===== src/rtl/avr_io_pkg.sv =====
// Shared types and constants for the AVR IO-space arbiter.
package avr_io_pkg;
   localparam int IO_ADDR_W = 6;
   localparam int IO_DATA_W = 8;
   localparam logic [IO_DATA_W-1:0] IO_RDATA_ERR = 8'hFF;

   typedef enum logic [1:0] {
      IDLE     = 2'd0,
      CPU_BUSY = 2'd1,
      DBG_BUSY = 2'd2
   } io_state_e;
endpackage


===== src/rtl/avr_io_age_counter.sv =====
// Saturating up-counter with synchronous clear and a ">= THRESH" flag.
module avr_io_age_counter
   import avr_io_pkg::*;
#(
   parameter int CNT_W  = 8,
   parameter int THRESH = 1
) (
   input  logic clk,
   input  logic rst,
   input  logic clr,
   input  logic inc,
   output logic hit
);
   localparam logic [CNT_W-1:0] CNT_MAX  = '1;
   localparam logic [CNT_W-1:0] THRESH_V = CNT_W'(THRESH);

   logic [CNT_W-1:0] count;

   always_ff @(posedge clk or negedge rst) begin
      if (!rst) begin
         count <= '0;
      end else if (clr) begin
         count <= '0;
      end else if (inc && (count != CNT_MAX)) begin
         count <= count + CNT_W'(1);
      end
   end

   assign hit = (count >= THRESH_V);
endmodule


===== src/rtl/avr_io_arbiter.sv =====
// Two-master arbiter for the 64-location AVR IO space (CPU exec stage and debug/DMA port).
// Define AVR_IO_TIMEOUT_EN to abort accesses that never see io_ready.
//
// state    | meaning
// IDLE     | no access in flight; grant decided combinationally, zero-wait accesses finish here
// CPU_BUSY | CPU access waiting for io_ready, CPU held
// DBG_BUSY | debug access waiting for io_ready
module avr_io_arbiter
   import avr_io_pkg::*;
#(
   parameter int ADDR_W   = IO_ADDR_W,
   parameter int DATA_W   = IO_DATA_W,
   parameter int MAX_WAIT = 8,
   parameter int TIMEOUT  = 16
) (
   input  logic              clk,
   input  logic              rst,
   input  logic [ADDR_W-1:0] cpu_io_addr,
   input  logic [DATA_W-1:0] cpu_io_wdata,
   input  logic              cpu_io_read,
   input  logic              cpu_io_write,
   output logic [DATA_W-1:0] cpu_io_rdata,
   output logic              cpu_hold,
   input  logic [ADDR_W-1:0] dbg_addr,
   input  logic [DATA_W-1:0] dbg_wdata,
   input  logic              dbg_we,
   input  logic              dbg_req,
   output logic              dbg_ack,
   output logic [DATA_W-1:0] dbg_rdata,
   output logic [ADDR_W-1:0] io_addr,
   output logic [DATA_W-1:0] io_wdata,
   output logic              io_read,
   output logic              io_write,
   input  logic [DATA_W-1:0] io_rdata,
   input  logic              io_ready,
   output logic              bus_err
);
   localparam logic [DATA_W-1:0] RDATA_ERR = DATA_W'(IO_RDATA_ERR);

   if (MAX_WAIT < 1 || MAX_WAIT > 255 || TIMEOUT < 2 || TIMEOUT > 255) begin : g_param_check
      $error("avr_io_arbiter: MAX_WAIT or TIMEOUT out of range");
   end

   io_state_e state, state_nxt;
   logic      cpu_req, cpu_own, dbg_own, done, tmo, dbg_force;

   assign cpu_req = cpu_io_read | cpu_io_write;

   always_ff @(posedge clk or negedge rst) begin
      if (!rst) state <= IDLE;
      else      state <= state_nxt;
   end

   always_comb begin
      cpu_own = 1'b0;
      dbg_own = 1'b0;
      case (state)
         IDLE: begin
            cpu_own = cpu_req & ~dbg_force;
            dbg_own = ~cpu_own & dbg_req;
         end
         CPU_BUSY: cpu_own = 1'b1;
         DBG_BUSY: dbg_own = 1'b1;
         default: ;
      endcase
   end

`ifdef AVR_IO_TIMEOUT_EN
   // Fires on the (TIMEOUT-1)th BUSY cycle: count holds the number of BUSY cycles already spent.
   logic tmo_hit;
   avr_io_age_counter #(.CNT_W(8), .THRESH(TIMEOUT-2)) u_tmo (
      .clk (clk),
      .rst (rst),
      .clr (state == IDLE),
      .inc (state != IDLE),
      .hit (tmo_hit)
   );
   assign tmo = (state != IDLE) & tmo_hit;
`else
   assign tmo = 1'b0;
`endif

   assign done = io_ready | tmo;

   // Outputs are gated by rst so strobes fall the moment reset asserts, not at the next edge.
   always_comb begin
      io_addr      = '0;
      io_wdata     = '0;
      io_read      = 1'b0;
      io_write     = 1'b0;
      cpu_hold     = 1'b0;
      cpu_io_rdata = '0;
      dbg_ack      = 1'b0;
      dbg_rdata    = '0;
      bus_err      = 1'b0;
      state_nxt    = state;
      if (rst) begin
         if (cpu_own) begin
            io_addr  = cpu_io_addr;
            io_wdata = cpu_io_wdata;
            io_read  = cpu_io_read;
            io_write = cpu_io_write;
         end else if (dbg_own) begin
            io_addr  = dbg_addr;
            io_wdata = dbg_wdata;
            io_read  = ~dbg_we;
            io_write = dbg_we;
         end
         cpu_hold = cpu_req & ~(cpu_own & done);
         if (cpu_own && done) cpu_io_rdata = tmo ? RDATA_ERR : io_rdata;
         if (dbg_own && done) begin
            dbg_ack   = 1'b1;
            dbg_rdata = tmo ? RDATA_ERR : io_rdata;
         end
         bus_err = tmo;
         case (state)
            IDLE: begin
               if (cpu_own && !done)      state_nxt = CPU_BUSY;
               else if (dbg_own && !done) state_nxt = DBG_BUSY;
            end
            default: if (done) state_nxt = IDLE;
         endcase
      end
   end

   avr_io_age_counter #(.CNT_W(8), .THRESH(MAX_WAIT)) u_age (
      .clk (clk),
      .rst (rst),
      .clr (dbg_ack | ~dbg_req),
      .inc (dbg_req & ~dbg_own),
      .hit (dbg_force)
   );
endmodule


===== config.mk =====
export PLATFORM = sky130hd
export DESIGN_NAME = avr_io_arbiter
export DESIGN_NICKNAME = d
export VERILOG_FILES = /design/src/rtl/avr_io_pkg.sv /design/src/rtl/avr_io_age_counter.sv /design/src/rtl/avr_io_arbiter.sv
export SDC_FILE = /design/constraint.sdc
export NUM_CORES = 1
export LEC_CHECK = 0
export CAP_MARGIN = 40
export CORE_MARGIN = 2
export CORE_UTILIZATION = 24
export DETAILED_ROUTE_END_ITERATION = 10
export RECOVER_POWER = 25
export SYNTH_ARGS = -nofsm -noshare
export SYNTH_HDL_FRONTEND = slang
export SYNTH_SLANG_ARGS = --single-unit

===== constraint.sdc =====
create_clock -name clk -period 7.9 [get_ports clk]
set_input_delay 2.37 -clock clk [delete_from_list [all_inputs] [get_ports clk]]
set_output_delay 2.37 -clock clk [all_outputs]
set_load 0.01 [all_outputs]

==> flow_metrics.py <==
metrics = {
    "power_and_ir_drop": {
        "cellPowerDensity_nw_per_um2": 126,
        "swShare_pct": 29.9,
        "seqPwrFrac_pct": 27.6,
        "p_leak_nw": 0.715,
        "max-vdd-ir-drop_uv": 88.8,
        "clock_power_share_pct": 28.6,
        "pwr-share-comb_pct": 43.9,
        "p_switching_mw": 0.0670,
        "power.internal_mw": 0.157,
    },
    "worst_setup_path": {
        "r2r-start": "u_age.count[6]",
        "start_kind": "input pin",
        "worstPathMaxFanout": 20,
        "criticalPathCategory": "in2out",
        "endpoint_kind": "output port",
        "worstReg2RegEnd": "u_age.count[3]",
        "critPathRequiredTime_ns": 5.53,
        "reg2regPathDepth": 5,
        "critPathArrivalTime_ns": 4.87,
        "r2r_slack_ns": 5.96,
    },
    "sta": {
        "grt_setup_unrepaired": "false",
        "setup_viol": 0,
        "fmax_ghz": 0.138,
        "period_minus_slack_ns": 7.24,
        "hold_viol_final": 0,
        "period_share_pct": 91.7,
        "max-slew-margin-rel_pct": 51.7,
        "fin_skew_ns": 0.000575,
        "maxSlewViolCount": 0,
        "max_slew.worst_pin.slew_ns": 0.724,
        "setup-tns-final_ns": 0,
    },
    "floorplanning": {
        "die_area_sq_um": 4330,
        "rows": 22,
        "start_util_pct": 25.1,
        "fp.coreArea_sq_um": 3660,
        "ios": 78,
        "dieWidth_um": 65.8,
        "die_y_um": 65.8,
    },
    "worst_hold_path": {
        "min_to": "state[1]",
        "hold_class": "reg2reg",
        "hold_depth": 1,
        "hp-start": "state[1]",
    },
    "clock_tree": {
        "cts_buffers": 3,
        "cts_buffer_depth": 2,
        "cts_setup_buffers": 0,
        "clock-root-buffer": "clkbuf_8",
        "clk_latency_ns": 0.24,
        "path_clk_slew_ns": 0.05,
        "cts_sinks": 10,
        "htree_levels": 1,
        "cts_resized": 0,
        "cts_tree": "done",
        "cts_hold_buf": 0,
    },
    "logic_synthesis": {
        "ys_seq_elements": 10,
        "syn_inst": 114,
        "synth.top_cell.area_share_pct": 27.3,
        "synth-seq-area-share_pct": 27.3,
        "ys_async_sr_fraction_pct": 100,
        "syn_area_sq_um": 917,
        "syn-num-nets": 159,
        "syn_area_per_cell_sq_um": 8.05,
        "synth.area.top_cells": "dfrtp_1 27%, a22o_1 15%, and3_1 11%",
        "synth_edf_count": 0,
        "yosysUniqueCellTypes": 29,
        "yosys.area.top_type": "dfrtp_1",
        "synth-main-ff-cell": "dfrtp_1",
        "ys_warn_count": 0,
    },
    "route": {
        "vias": 1210,
        "via_per_inst": 5.08,
        "initialDrtViolationCount": 44,
        "wire_per_inst_um": 14.2,
        "wl_um": 3380,
        "ant_nets": 0,
        "drtPass1Iterations": 4,
        "drc_errors": 0,
    },
    "cells_and_area": {
        "final_nets": 236,
        "final_layout_size_suffix_gt1_share_pct": 4.74,
        "antenna_cells": 0,
        "area_growth_pct": 94.0,
        "n_fill_cell": 339,
        "final_core_util_pct": 48.6,
    },
    "outcome": {
        "status": "finished, final reports clean",
    },
    "grt": {
        "antenna_found_initial": 0,
        "grt_pass1_wl_um": 5330,
        "globalRouteOverflowTotal": 0,
        "grt_pass1_vias": 1155,
        "grt.total_usage_pct": 15.6,
        "grt_max_degree": 21,
    },
    "placed_design": {
        "place_hpwl_um": 2680,
        "place_congestion": 0.815,
        "port_buffers": 76,
    },
    "job": {
        "drv_cap": 0,
    },
}
==> final cells by class <==
type	instances	area [sq um]	share of cell area, %
timing repair buffer	79	779	43.8
sequential	10	250	14.1
multi-input combinational	92	616	34.6
clock buffer	4	55.1	3.09
tap	48	60.1	3.38
inverter	5	18.8	1.05
==> metal layers <==
metal,up-vias,global-route usage (%),wire (um)
met5,-,0,0
met4,0,4.69,27
met3,4,3.58,283
met2,47,29.2,1720
met1,565,17.3,1350
li1,594,-,-
==> synth_stat cells (3+ instances only) <==
cell type,instances
and2_1,3
inv_1,5
nor3_1,5
dfrtp_1,10
buf_2,3
a21oi_1,8
nor2_1,5
o31ai_1,3
a22o_1,16
nand2_1,7
or4_1,3
nand3_1,5
and3_1,16
clkbuf_1,3
==> cell usage in the layout (no fill, tap or decap), types with 2 or more instances in the layout <==
cell	instances
and3_1	16
o31ai_1	3
and2_1	3
a311o_1	2
clkbuf_8	4
nand3_1	5
nor2_1	5
a31oi_1	2
nand2_1	7
nor3_1	5
nor4_1	2
clkdlybuf4s50_1	75
nand4_1	2
a21oi_1	8
a22o_1	16
or4_1	3
ha_1	2
o21ai_0	2
buf_4	2
inv_1	5
dfrtp_1	10
o21a_1	2
==> per-stage QoR <==
| stage | total power [mW] | area [sq um] | setup slack, ns | hold WS [ns] | cells |
|---|---|---|---|---|---|
| after floorplan | 0.103 | 917 | 1.89 | 0.529 | 114 |
| after global placement | 0.160 | 1730 | 0.709 | 0.569 | 234 |
| after detailed placement | 0.162 | 1730 | 0.640 | 0.587 | 234 |
| after CTS | 0.229 | 1790 | 0.648 | 0.599 | 238 |
| after global routing | 0.239 | 1780 | 0.471 | 0.602 | 238 |
| final | 0.224 | 1780 | 0.659 | 0.586 | 238 |
==> how the worst max path moves through the flow <==
stage	from	endpoint	slack, ns	depth (start not counted)
floorplan	cpu_io_write	io_addr[3]	1.89	6
global placement	cpu_io_write	io_addr[4]	0.71	7
detailed placement	cpu_io_write	io_wdata[0]	0.64	7
CTS	cpu_io_write	io_wdata[0]	0.65	7
global route	rst	io_wdata[5]	0.47	5
finish	cpu_io_write	io_wdata[0]	0.66	7
==> flip-flops by register name, indices dropped and copies added, names as in the netlist <==
signal	cells
state	2
u_age.count	8
==> worst max-delay path: stages <==
cell             delay, ns
clkdlybuf4s50_1       0.41
or2_1                 0.31
a311oi_2              0.21
buf_4                 0.25
and2_1                0.54
a22o_1                0.23
clkdlybuf4s50_1       0.55
==> power groups by stage <==
stage | combinational, mW | clock (mW) | sequential (mW)
after floorplan | 0.0422 | 0 | 0.0607
after detailed placement | 0.0997 | 0 | 0.0626
after global placement | 0.0973 | 0 | 0.0622
after CTS | 0.0999 | 0.0675 | 0.0618
after global routing | 0.107 | 0.0696 | 0.0625
final | 0.0984 | 0.0640 | 0.0618
==> logic make-up after synthesis <==
kind of cell,count (synthesis),share of synthesized area (%)
compound gates,36,29.3
fa+ha+maj,2,2.73
buf+inv,12,5.73
flops,10,27.3
other cells,1,0.409
simple gates,53,34.5
Power figures use the tool's default switching activity.
==> RTL change: new RTL, config.mk and constraints unchanged <==
Put a register stage on the output `dbg_rdata`, without a reset. The value now appears one clock later. The other outputs are not delayed to match.
--- a/src/rtl/avr_io_arbiter.sv
+++ b/src/rtl/avr_io_arbiter.sv
@@ -38,2 +38,4 @@
    localparam logic [DATA_W-1:0] RDATA_ERR = DATA_W'(IO_RDATA_ERR);
+
+   logic [DATA_W-1:0] dbg_rdata_d;
 
@@ -93,3 +95,3 @@
       dbg_ack      = 1'b0;
-      dbg_rdata    = '0;
+      dbg_rdata_d  = '0;
       bus_err      = 1'b0;
@@ -112,3 +114,3 @@
             dbg_ack   = 1'b1;
-            dbg_rdata = tmo ? RDATA_ERR : io_rdata;
+            dbg_rdata_d = tmo ? RDATA_ERR : io_rdata;
          end
@@ -132,2 +134,6 @@
    );
+   always_ff @(posedge clk) begin
+      dbg_rdata <= dbg_rdata_d;
+   end
+
 endmodule
Behaviour: not the same (Yosys sat finds a counterexample within 4 cycles, from zero or initial values and one cycle with rst low).
==> RTL change against the unedited design <==
- worst hold slack got worse by 0.020 ns
- total power rose by 22%
- area after synthesis rose by 18%
- design area rose by 9.4%
- sequential cell count rose by 8
- wire length rose by 0.50%
- combinational power fell by 1%
- worst setup slack improved by 0.22 ns
- critical path type unchanged
==> RTL change: results (changes against the unedited design) <==
Pin count of the biggest net entering global routing: 15 (-29%)
Sequential share of the synthesized area: 0.380 (+0.107)
Global-route wire length before repair: 5560 um (+4.3%)
Layout cells sized above 1: 0.0634 (+0.0160)
Clock-pin slew reported for the worst setup and hold paths after clock tree synthesis: 0.07 ns (+0.02 ns)
Worst clock skew on the final layout: 0.00169 ns (+0.00111 ns)
Total wirelength of the detailed-routed design: 3400 um (+0.50%)
Total of warnings raised by yosys: 0 (unchanged)
Number of inserted filler cells in the final layout: 432 (+27%)
Drt first-iter violations: 39 (-11%)
Final weighted congestion in routability-driven placement: 0.773 (-5.2%)
Final #Nets: 251 (+6.4%)
Most used standard cells in the synthesized netlist: nor2_1, a22o_1, nand2_1, dfrtp_1, dfxtp_1
Run status: finished, final reports clean
Cell variety after synth: 38 (+31%)
Clock buffer count from CTS: 3 (unchanged)
Cells taking the most area after synthesis: dfrtp_1, dfxtp_1, a22o_1, nor2_1, nand2_1
Worst setup slack after placement: 0.889 ns (+0.249 ns)
Largest registers: dbg_rdata: 8 flops, u_age.count: 8 flops, state: 2 flops
Peak fanout along the critical path: 10 (-50%)
Antenna violations before repair: 0 (unchanged)
Resize count post-CTS: 0 (unchanged)
Vias in the first global route: 1132 (-2.0%)
CP arrival: 4.65 ns (-0.22 ns)
Highest ir drop seen on vdd: 0.0000683 V (-23%)
Filler-free cell count of the finished design: 257 (+8.0%)
Share of flip-flops with an asynchronous set or reset: 0.556 (-0.444)
Average instance area after synthesis: 8.37 um^2 (+4.0%)
DR vias: 1240 (+2.5%)
Total routing resource utilization after global routing: 0.135 (-0.0212)
Worst reg-to-reg path cell count: 4 (-1)
Detailed placer's ending HPWL: 2680 um (+0.28%)
Net count after synthesis: 174 (+9.4%)
Worst rel slew slack: 0.550 (+0.0327)
Leakage power: 0.773 nW (+8.0%)
## RTL change: cell count changes in the layout (fill, tap and decap cells not counted), moves of 5 or more
cell,before,now
clkdlybuf4s50_1,75,70
and3_1,16,0
dlygate4sd3_1,1,6
nand2_1,7,12
nor2_1,5,21
dfxtp_1,0,8
## RTL change: cell type report
cell class	instances	share of cell area
inverters	5	0.00965
clock buffers	4	0.0283
repair buffers	81	0.407
well taps	52	0.0334
multi-input cells	97	0.311
flip-flops and latches	18	0.211
## RTL change: worst max-delay path: stages
cell,delay [ns]
clkdlybuf4s50_1,0.49
nor2_1,0.11
o31a_1,0.33
nor3_2,0.41
buf_4,0.26
a22o_1,0.15
clkdlybuf4s50_1,0.53
## RTL change: stage by stage
stage	total power [mW]	hold slack, ns	instance area (um^2)	utilization
finish	0.274	0.566	1950	0.447
global route	0.290	0.618	1950	0.447
CTS	0.278	0.571	1950	0.448
detailed placement	0.202	0.549	1890	0.435
global placement	0.202	0.556	1890	0.434
floorplan	0.148	0.499	1080	-
## RTL change: worst paths after layout
| path | slack, ns | endpoint | startpoint |
|---|---|---|---|
| setup / recovery | 0.88 | io_write | cpu_io_write |
| hold / removal | 0.57 | state[0]$_DFFE_PN0P_ | state[0]$_DFFE_PN0P_ |
| setup reg to reg | 5.63 | u_age.count[3]$_DFFE_PN0P_ | u_age.count[6]$_DFFE_PN0P_ |
| hold reg to reg | 0.57 | state[0]$_DFFE_PN0P_ | state[0]$_DFFE_PN0P_ |
| max in group asynchronous | 4.83 | state[0]$_DFFE_PN0P_ | rst |
| min in group asynchronous | 2.68 | u_age.count[4]$_DFFE_PN0P_ | rst |
## RTL change: where the power goes
group / switching [mW] / internal [mW]
combinational: 0.0395 / 0.0579
sequential: 0.00559 / 0.0960
clock: 0.0305 / 0.0443
total: 0.0756 / 0.198
## RTL change: per-layer routing
metal,up-vias,wire length (um),global-route usage
met3,4,253,0.0228
met5,-,0,0
met4,0,53,0.0566
met2,53,1620,0.220
met1,559,1470,0.177
li1,624,-,-
## RTL change: cells by family (layout without fill, tap and decap cells)
logic type,Yosys count,count (layout),synth area share
simple gates,56,56,0.257
compound gates,38,38,0.276
flops,18,18,0.380
buf+inv,14,90,0.0603
fa+ha+maj,2,2,0.0232
other cells,1,1,0.00347
